===== src/rtl/countdown_timer_pkg.sv =====
// Shared types and default sizes for the countdown timer.
package countdown_timer_pkg;

    localparam int DEF_WIDTH       = 16;
    localparam int DEF_PRESC_WIDTH = 8;

    typedef enum logic [1:0] {
        ST_IDLE = 2'd0,
        ST_RUN  = 2'd1,
        ST_DONE = 2'd2
    } state_e;

endpackage


===== src/rtl/countdown_timer_if.sv =====
// Control/status bundle of the countdown timer; master drives controls, slave is the timer.
interface countdown_timer_if
    import countdown_timer_pkg::*;
#(
    parameter int WIDTH       = DEF_WIDTH,
    parameter int PRESC_WIDTH = DEF_PRESC_WIDTH
);
    logic                   load_i;
    logic [WIDTH-1:0]       load_value_i;
    logic                   start_i;
    logic                   stop_i;
    logic                   periodic_i;
    logic [PRESC_WIDTH-1:0] presc_i;
    logic                   irq_ack_i;
    logic [WIDTH-1:0]       count_o;
    logic                   busy_o;
    logic                   expired_o;
    logic                   irq_o;

    modport master (
        output load_i, load_value_i, start_i, stop_i, periodic_i, presc_i, irq_ack_i,
        input  count_o, busy_o, expired_o, irq_o
    );

    modport slave (
        input  load_i, load_value_i, start_i, stop_i, periodic_i, presc_i, irq_ack_i,
        output count_o, busy_o, expired_o, irq_o
    );
endinterface


===== src/rtl/countdown_timer_tick_prescaler.sv =====
// Tick divider: tick_o once every div_i+1 enabled cycles; the divide value is
// captured on clear and at each wrap, so a change lands at the next wrap.
module tick_prescaler
    import countdown_timer_pkg::*;
#(
    parameter int PRESC_WIDTH = DEF_PRESC_WIDTH
) (
    input  logic                   clk_i,
    input  logic                   rst_i,
    input  logic                   clear_i,
    input  logic                   enable_i,
    input  logic [PRESC_WIDTH-1:0] div_i,
    output logic                   tick_o
);
    logic [PRESC_WIDTH-1:0] cnt_q;
    logic [PRESC_WIDTH-1:0] div_q;
    logic                   wrap;

    assign wrap   = (cnt_q == div_q);
    assign tick_o = enable_i && wrap;

    always_ff @(posedge clk_i) begin
        if (rst_i) begin
            cnt_q <= '0;
            div_q <= '0;
        end else if (clear_i) begin
            cnt_q <= '0;
            div_q <= div_i;
        end else if (enable_i) begin
            if (wrap) begin
                cnt_q <= '0;
                div_q <= div_i;
            end else begin
                cnt_q <= cnt_q + PRESC_WIDTH'(1);
            end
        end
    end
endmodule


===== src/rtl/countdown_timer.sv =====
// Loadable down-counter with one-shot/periodic modes, expiry pulse and sticky irq.
// Define COUNTDOWN_TIMER_PRESCALER_EN to divide the count tick by presc_i+1.
module countdown_timer
    import countdown_timer_pkg::*;
#(
    parameter int WIDTH       = DEF_WIDTH,
    parameter int PRESC_WIDTH = DEF_PRESC_WIDTH
) (
    input  logic        clk_i,
    input  logic        rst_i,
    countdown_timer_if.slave bus
);
    state_e           state_q, state_d;
    logic [WIDTH-1:0] count_q, count_d;
    logic [WIDTH-1:0] reload_q, reload_d;
    logic             expired_q, irq_q;
    logic             expire_d;
    logic             presc_clear;
    logic             tick;
    logic             running;
    logic             reload_nz;
    logic             load_nz;
    logic             cnt_one;
    logic             busy;

    assign running   = (state_q == ST_RUN);
    assign reload_nz = (reload_q != '0);
    assign load_nz   = (bus.load_value_i != '0);
    assign cnt_one   = (count_q == WIDTH'(1));

`ifdef COUNTDOWN_TIMER_PRESCALER_EN
    tick_prescaler #(.PRESC_WIDTH(PRESC_WIDTH)) u_presc (
        .clk_i   (clk_i),
        .rst_i   (rst_i),
        .clear_i (presc_clear),
        .enable_i(running),
        .div_i   (bus.presc_i),
        .tick_o  (tick)
    );
`else
    logic unused_presc;
    assign unused_presc = ^{bus.presc_i, presc_clear};
    assign tick         = 1'b1;
`endif

    always_ff @(posedge clk_i) begin
        if (rst_i) state_q <= ST_IDLE;
        else       state_q <= state_d;
    end

    // Priority: stop > load > start > tick; start in RUN falls through to tick.
    always_comb begin
        state_d = state_q;
        if (bus.stop_i) begin
            state_d = ST_IDLE;
        end else if (bus.load_i) begin
            if (running && !load_nz) state_d = ST_IDLE;
        end else if (bus.start_i && !running && reload_nz) begin
            state_d = ST_RUN;
        end else if (running && tick && cnt_one) begin
            state_d = bus.periodic_i ? ST_RUN : ST_DONE;
        end
    end

    always_comb begin
        count_d     = count_q;
        reload_d    = reload_q;
        expire_d    = 1'b0;
        presc_clear = 1'b0;
        busy        = running;
        if (bus.stop_i) begin
            presc_clear = 1'b1;
        end else if (bus.load_i) begin
            reload_d    = bus.load_value_i;
            count_d     = bus.load_value_i;
            presc_clear = 1'b1;
        end else if (bus.start_i && !running && reload_nz) begin
            count_d     = reload_q;
            presc_clear = 1'b1;
        end else if (running && tick) begin
            if (cnt_one) begin
                expire_d    = 1'b1;
                count_d     = bus.periodic_i ? reload_q : '0;
                presc_clear = 1'b1;
            end else if (count_q != '0) begin
                count_d = count_q - WIDTH'(1);
            end
        end
    end

    always_ff @(posedge clk_i) begin
        if (rst_i) begin
            count_q   <= '0;
            reload_q  <= '0;
            expired_q <= 1'b0;
            irq_q     <= 1'b0;
        end else begin
            count_q   <= count_d;
            reload_q  <= reload_d;
            expired_q <= expire_d;
            if (expire_d)           irq_q <= 1'b1;
            else if (bus.irq_ack_i) irq_q <= 1'b0;
        end
    end

    assign bus.count_o   = count_q;
    assign bus.busy_o    = busy;
    assign bus.expired_o = expired_q;
    assign bus.irq_o     = irq_q;
endmodule


===== src/flat_wrapper.sv =====
// flat-port wrapper written by rule: the top's interface ports become plain ports
module countdown_timer_flat import countdown_timer_pkg::*;
#(
    parameter int WIDTH       = DEF_WIDTH,
    parameter int PRESC_WIDTH = DEF_PRESC_WIDTH
)
  (clk_i, rst_i, bus_load_i, bus_load_value_i, bus_start_i, bus_stop_i, bus_periodic_i, bus_presc_i, bus_irq_ack_i, bus_count_o, bus_busy_o, bus_expired_o, bus_irq_o);
  countdown_timer_if #(.WIDTH(WIDTH), .PRESC_WIDTH(PRESC_WIDTH)) bus_i ();
  input  logic clk_i;
  input  logic rst_i;
  input wire logic [$bits(bus_i.load_i)-1:0] bus_load_i;
  input wire logic [$bits(bus_i.load_value_i)-1:0] bus_load_value_i;
  input wire logic [$bits(bus_i.start_i)-1:0] bus_start_i;
  input wire logic [$bits(bus_i.stop_i)-1:0] bus_stop_i;
  input wire logic [$bits(bus_i.periodic_i)-1:0] bus_periodic_i;
  input wire logic [$bits(bus_i.presc_i)-1:0] bus_presc_i;
  input wire logic [$bits(bus_i.irq_ack_i)-1:0] bus_irq_ack_i;
  output wire logic [$bits(bus_i.count_o)-1:0] bus_count_o;
  output wire logic [$bits(bus_i.busy_o)-1:0] bus_busy_o;
  output wire logic [$bits(bus_i.expired_o)-1:0] bus_expired_o;
  output wire logic [$bits(bus_i.irq_o)-1:0] bus_irq_o;
  assign bus_i.load_i = bus_load_i;
  assign bus_i.load_value_i = bus_load_value_i;
  assign bus_i.start_i = bus_start_i;
  assign bus_i.stop_i = bus_stop_i;
  assign bus_i.periodic_i = bus_periodic_i;
  assign bus_i.presc_i = bus_presc_i;
  assign bus_i.irq_ack_i = bus_irq_ack_i;
  assign bus_count_o = bus_i.count_o;
  assign bus_busy_o = bus_i.busy_o;
  assign bus_expired_o = bus_i.expired_o;
  assign bus_irq_o = bus_i.irq_o;
  countdown_timer #(.WIDTH(WIDTH), .PRESC_WIDTH(PRESC_WIDTH)) u_core (.clk_i(clk_i), .rst_i(rst_i), .bus(bus_i));
endmodule

===== config.mk =====
export PLATFORM = sky130hd
export DESIGN_NAME = countdown_timer_flat
export DESIGN_NICKNAME = d
export VERILOG_FILES = /design/src/rtl/countdown_timer_pkg.sv /design/src/rtl/countdown_timer_if.sv /design/src/rtl/countdown_timer_tick_prescaler.sv /design/src/rtl/countdown_timer.sv /design/src/flat_wrapper.sv
export SDC_FILE = /design/constraint.sdc
export NUM_CORES = 1
export LEC_CHECK = 0
export CAP_MARGIN = 10
export CORE_MARGIN = 3
export CORE_UTILIZATION = 32
export DETAILED_ROUTE_END_ITERATION = 12
export REMOVE_ABC_BUFFERS = 1
export SETUP_SLACK_MARGIN = 0.2
export SYNTH_ARGS = -nofsm -noshare
export SYNTH_HDL_FRONTEND = slang
export SYNTH_SLANG_ARGS = --single-unit
export TNS_END_PERCENT = 30

===== constraint.sdc =====
create_clock -name clk_i -period 3.65 [get_ports clk_i]
set_input_delay 0.73 -clock clk_i [delete_from_list [all_inputs] [get_ports clk_i]]
set_output_delay 0.73 -clock clk_i [all_outputs]
set_load 0.01 [all_outputs]

==> impl_metrics.env, run 1 <==
export IMPL_grt_max_degree=31
export IMPL_netlist_area_mm2=0.00208
export IMPL_wl_um=6110
export IMPL_power_density_mw_per_mm2=419
export IMPL_crit_fanout=19
export IMPL_avgSynthCellArea_um2=8.28
export IMPL_ff2ff_path_depth=6
export IMPL_p_leak_uw=0.000935
export IMPL_slew_headroom_pct=44.1
export IMPL_layout_commonest_cell="nand2_1"
export IMPL_cts_resized=0
export IMPL_drc=0
export IMPL_final_nets=319
export IMPL_rows=28
export IMPL_critPathLaunch="u_core.bus.count_o[5]$_SDFFE_PP0P_"
export IMPL_cp_arrival_ns=2.95
export IMPL_die_y_um=86.6
export IMPL_track_usage_pct=17.2
export IMPL_setup_viol=0
export IMPL_hpwlAfterDp_um=4510
export IMPL_grt_pass1_vias=1941
export IMPL_final_cell_mix="nand2_1, clkdlybuf4s50_1, dfxtp_1"
export IMPL_r2r_start="u_core.bus.count_o[5]$_SDFFE_PP0P_"
export IMPL_clk_latency_ns=0.28
export IMPL_gp_congestion=0.881
export IMPL_grt_pass1_wl_um=10000
export IMPL_cts_made_buffers=5
export IMPL_worstReg2RegEnd="u_core.bus.count_o[6]$_SDFFE_PP0P_"
export IMPL_endpoint="u_core.bus.count_o[6]$_SDFFE_PP0P_"
export IMPL_fin_tns_setup_ns=0
export IMPL_max_vdd_ir_drop_mv=0.154
export IMPL_wl_per_cell_um=16.9
export IMPL_fin_crit_ns=2.79
export IMPL_rsz0062_at_grt="no"
export IMPL_drive_above_1_share_pct=10.5
export IMPL_synth_flop_cell="dfxtp_1"
export IMPL_io_pins=50
export IMPL_dp_slack_ns=0.852
export IMPL_h_tree_depth=2
export IMPL_globalRoute_totalOverflow=0
export IMPL_fin_skew_ns=0.00362
export IMPL_outcome="finished, final reports clean"
export IMPL_synth_edf_count=0
export IMPL_synthArstFlopShare_pct=0
export IMPL_synth_seq_cells=36
export IMPL_cts_root_buf="clkbuf_8"
export IMPL_final_hold_viol_count=0
export IMPL_dpl_instance_area_mm2=0.00253
export IMPL_fin_crit_sh_pct=76.4
export IMPL_antenna_cells=0
export IMPL_cap_violations=0
export IMPL_min_path_cells=1
export IMPL_drt_first_pass_iters=4
export IMPL_postRouteAntennaNets=0
export IMPL_antenna_found_initial=0
export IMPL_dieArea_mm2=0.00750
export IMPL_path_clk_slew_ns=0.08
export IMPL_cts_hold_buf=0
export IMPL_r2r_slack_ns=0.86
export IMPL_start_util_pct=34.1
export IMPL_core_mm2=0.00610
export IMPL_area_growth_pct=26.4
export IMPL_drtIter0Drc=141
export IMPL_place_port_buffers=41
export IMPL_vias=2007
export IMPL_holdCritPathClass="reg2reg"
export IMPL_yosysSeqAreaShare_pct=34.7
export IMPL_die_w_um=86.6
export IMPL_fin_area_mm2=0.00263
export IMPL_crit_path_end_kind="flop"
export IMPL_fin_ws_ns=0.862
export IMPL_synth_cell_types=39
export IMPL_final_max_slew_viol_count=0
export IMPL_start_kind="flop"
export IMPL_cp_required_ns=3.81
export IMPL_tightest_slew_ns=0.837
export IMPL_synth_cells=251
export IMPL_yosysWarnings=0
export IMPL_clock_sinks=36
export IMPL_post_cts_buffers=0
export IMPL_cts_tree="yes"
export IMPL_viasPerCell=5.54
export IMPL_criticalPathCategory="reg2reg"
export IMPL_clk_path_buf_depth=2
export IMPL_max_freq_mhz=359
export IMPL_num_fill_cells=644
==> metrics by stage <==
step	util [%]	hold WS (ns)	total power, uW	cells
finish	43.1	0.471	1100	362
detailed placement	41.5	0.446	806	354
global placement	41.5	0.435	803	354
floorplan	-	0.443	675	234
CTS	43.1	0.477	1110	362
global route	43.1	0.492	1170	362
==> flip-flops by register name, summed over array words and instances (netlist names) <==
| signal | count |
|---|---|
| u_core.reload_q | 16 |
| u_core.bus.count_o | 16 |
| u_core.state_q | 2 |
| u_core.bus.expired_o | 1 |
| u_core.bus.irq_o | 1 |
==> cell usage after synthesis, drive strengths merged, types with 2 or more instances <==
cell type	count	area share (%)
nand2b	4	1.2
o41ai	2	0.84
and4	15	6.3
clkbuf	13	2.4
ha	2	1.2
buf	4	1.6
or3	3	1.4
nor2b	4	1.2
dfxtp	36	35
or4	2	1.1
nor3	6	1.7
nand2	42	7.6
o21ai	15	5.4
a21o	2	0.72
a22oi	14	5.1
nor2	8	1.4
a221oi	2	0.84
a31oi	14	4.2
nor4	12	4.3
a2111oi	2	1.1
xor2	4	1.7
a21oi	17	4.1
xnor2	10	4.2
inv	7	1.3
nand3	4	0.96
nand3b	2	0.72
==> critical path, cell delays in order (launching register included) <==
cell and delay, ns:
dfxtp_1 0.37, or3_1 0.52, nor3_2 0.29, a41oi_1 0.23
o31ai_4 0.70, or3_4 0.41, o21ai_0 0.14
==> cell families after synthesis <==
family	Yosys count	share of synthesized area [%]
adders and majority gates	2	1.20
DFF	36	34.7
and+or+nand+nor	105	29.2
xor gates and xnor gates	14	5.90
buffers and inverters	24	5.24
AOI/OAI and AO/OA	70	23.8
==> routing by layer <==
metal / global-route usage, % / share of wire, % / wire length, um / up-vias
li1: - / - / - / 1003
met1: 24.5 / 47 / 2880 / 940
met2: 25.2 / 45 / 2750 / 58
met3: 4.37 / 6.1 / 370 / 6
met4: 5.81 / 1.8 / 108 / 0
met5: 0 / 0 / 0 / -
==> final cells by class <==
cell class	instances	area [um2]	share of cell area [%]
Clock buffer	6	82.6	3.14
Clock inverter	2	15.0	0.571
Inverter	7	26.3	1.00
Multi-Input combinational cell	191	1250	47.5
Sequential cell	36	721	27.4
Tap cell	75	93.8	3.57
Timing Repair Buffer	45	440	16.8
==> power breakdown <==
| group | internal, uW | switching, uW |
|---|---|---|
| sequential | 418 | 36.6 |
| combinational | 162 | 182 |
| clock | 153 | 150 |
| total | 733 | 369 |
==> worst min path at each step <==
stage	startpoint	endpoint	slack [ns]
after floorplan	u_core.reload_q[15]$_SDFFE_PP0P_	u_core.reload_q[15]$_SDFFE_PP0P_	0.44
after global placement	u_core.bus.irq_o$_SDFFE_PP0P_	u_core.bus.irq_o$_SDFFE_PP0P_	0.44
after detailed placement	u_core.bus.irq_o$_SDFFE_PP0P_	u_core.bus.irq_o$_SDFFE_PP0P_	0.45
after CTS	u_core.bus.irq_o$_SDFFE_PP0P_	u_core.bus.irq_o$_SDFFE_PP0P_	0.48
after global routing	u_core.bus.irq_o$_SDFFE_PP0P_	u_core.bus.irq_o$_SDFFE_PP0P_	0.49
final	u_core.bus.irq_o$_SDFFE_PP0P_	u_core.bus.irq_o$_SDFFE_PP0P_	0.47
(Power assumes the default switching activity.)
==> inputs of run 2 (changes only) <==
clock period = 2.6 ns   (was 3.65 ns; I/O delays follow)
==> impl_metrics.env, run 2 (synthesis gave the netlist of run 1 again) <==
export IMPL_cap_violations=0
export IMPL_fin_skew_ns=0.00402
export IMPL_rsz0062_at_grt="yes"
export IMPL_max_freq_mhz=426
export IMPL_drc=0
export IMPL_holdCritPathClass="reg2reg"
export IMPL_top_usage_layer="met1"
export IMPL_fin_crit_ns=2.35
export IMPL_h_tree_depth=2
export IMPL_grt_max_degree=31
export IMPL_crit_path_end_kind="flop"
export IMPL_tightest_slew_ns=0.874
export IMPL_cts_root_buf="clkbuf_8"
export IMPL_clock_sinks=36
export IMPL_critPathLaunch="u_core.bus.count_o[1]$_SDFFE_PP0P_"
export IMPL_cts_tree="yes"
export IMPL_hpwlAfterDp_um=4600
export IMPL_r2r_slack_ns=0.25
export IMPL_drt_first_pass_iters=5
export IMPL_outcome="finished, final reports clean"
export IMPL_final_cell_mix="nand2_1, clkdlybuf4s50_1, dfxtp_1"
export IMPL_start_kind="flop"
export IMPL_start_util_pct=34.1
export IMPL_die_y_um=86.6
export IMPL_wl_um=6370
export IMPL_crit_fanout=5
export IMPL_fin_crit_sh_pct=90.2
export IMPL_die_w_um=86.6
export IMPL_postRouteAntennaNets=0
export IMPL_fin_hold_ws_ns=0.470
export IMPL_endpoint="u_core.state_q[1]$_SDFFE_PP0P_"
export IMPL_final_hold_viol_count=0
export IMPL_drtIter0Drc=159
export IMPL_final_nets=323
export IMPL_cp_arrival_ns=2.53
export IMPL_worstReg2RegEnd="u_core.state_q[1]$_SDFFE_PP0P_"
export IMPL_max_vdd_ir_drop_mv=0.303
export IMPL_p_total_uw=1560
export IMPL_slew_headroom_pct=41.7
export IMPL_criticalPathCategory="reg2reg"
export IMPL_drive_above_1_share_pct=13.1
export IMPL_area_growth_pct=28.6
export IMPL_core_mm2=0.00610
export IMPL_grt_pass1_wl_um=10000
export IMPL_power_density_mw_per_mm2=583
export IMPL_r2r_start="u_core.bus.count_o[1]$_SDFFE_PP0P_"
export IMPL_post_cts_buffers=0
export IMPL_vias=2077
export IMPL_antenna_found_initial=0
export IMPL_clk_path_buf_depth=2
export IMPL_rows=28
export IMPL_setup_viol=0
export IMPL_dieArea_mm2=0.00750
export IMPL_path_clk_slew_ns=0.07
export IMPL_grt_util_met3_pct=2.09
export IMPL_viasPerCell=5.67
export IMPL_io_pins=50
export IMPL_place_port_buffers=41
export IMPL_cts_made_buffers=5
export IMPL_layoutNonFillerInstCount=366
export IMPL_antenna_cells=0
export IMPL_grt_pass1_vias=1888
export IMPL_layout_commonest_cell="nand2_1"
export IMPL_final_max_slew_viol_count=0
export IMPL_clk_latency_ns=0.29
export IMPL_cp_required_ns=2.78
export IMPL_gp_congestion=0.867
export IMPL_globalRoute_totalOverflow=0
export IMPL_wl_per_cell_um=17.4
export IMPL_gr_usage_met2_pct=24.3
export IMPL_fin_tns_setup_ns=0
export IMPL_track_usage_pct=17.2
export IMPL_p_leak_uw=0.000963
export IMPL_hp_start="u_core.bus.irq_o$_SDFFE_PP0P_"
export IMPL_place_inst=358
export IMPL_ff2ff_path_depth=7
export IMPL_use_met1_pct=25.9
[run 2: what timing repair did]
| action | in CTS | in global routing |
|---|---|---|
| hold buffers | 0 | 0 |
| setup endpoints to repair | 0 | 4 |
| resized for setup | 0 | 5 |
[run 2: critical path: stages, from the launching register on]
cell       delay [ns]
dfxtp_2          0.35
inv_1            0.08
ha_1             0.17
or4b_4           0.49
nor4_4           0.31
nand2_1          0.12
or3_4            0.36
a2111oi_4        0.37
[run 2: final cells by class]
cell class	count	area, um2
fillers	645	3420
inverters	7	26.3
well taps	75	93.8
repair buffers	49	470
clock buffers	6	82.6
flip-flops and latches	36	723
clock inverters	2	10.0
multi-input cells	191	1270
[run 2: metrics by stage]
stage	cell area (um2)	setup WS, ns	util, %
2_1_floorplan	2000	0.302	-
3_3_place_gp	2560	0.324	42.0
5_1_grt	2670	0.157	43.8
4_1_cts	2650	0.237	43.5
6_report	2670	0.254	43.8
3_5_place_dp	2560	0.264	42.0
[run 2: worst min-delay path by stage]
stage,endpoint,cells past startpoint
finish,u_core.bus.irq_o$_SDFFE_PP0P_,1
CTS,u_core.bus.irq_o$_SDFFE_PP0P_,1
global placement,u_core.bus.irq_o$_SDFFE_PP0P_,1
detailed placement,u_core.bus.irq_o$_SDFFE_PP0P_,1
global route,u_core.bus.irq_o$_SDFFE_PP0P_,1
floorplan,u_core.reload_q[15]$_SDFFE_PP0P_,2
[run 2: power breakdown]
| group | total, uW | internal [uW] | switching, uW | leakage (uW) |
|---|---|---|---|---|
| Combinational | 501 | 237 | 264 | 0.000617 |
| Clock | 418 | 212 | 207 | 0.0000510 |
| Sequential | 639 | 588 | 51.0 | 0.000295 |
| Total | 1560 | 1040 | 522 | 0.000963 |
[run 2: layer usage]
metal	vias to the layer above	share of wire [%]
met2	78	44
li1	1009	-
met3	14	4.9
met4	0	2.7
met1	976	48
met5	-	0
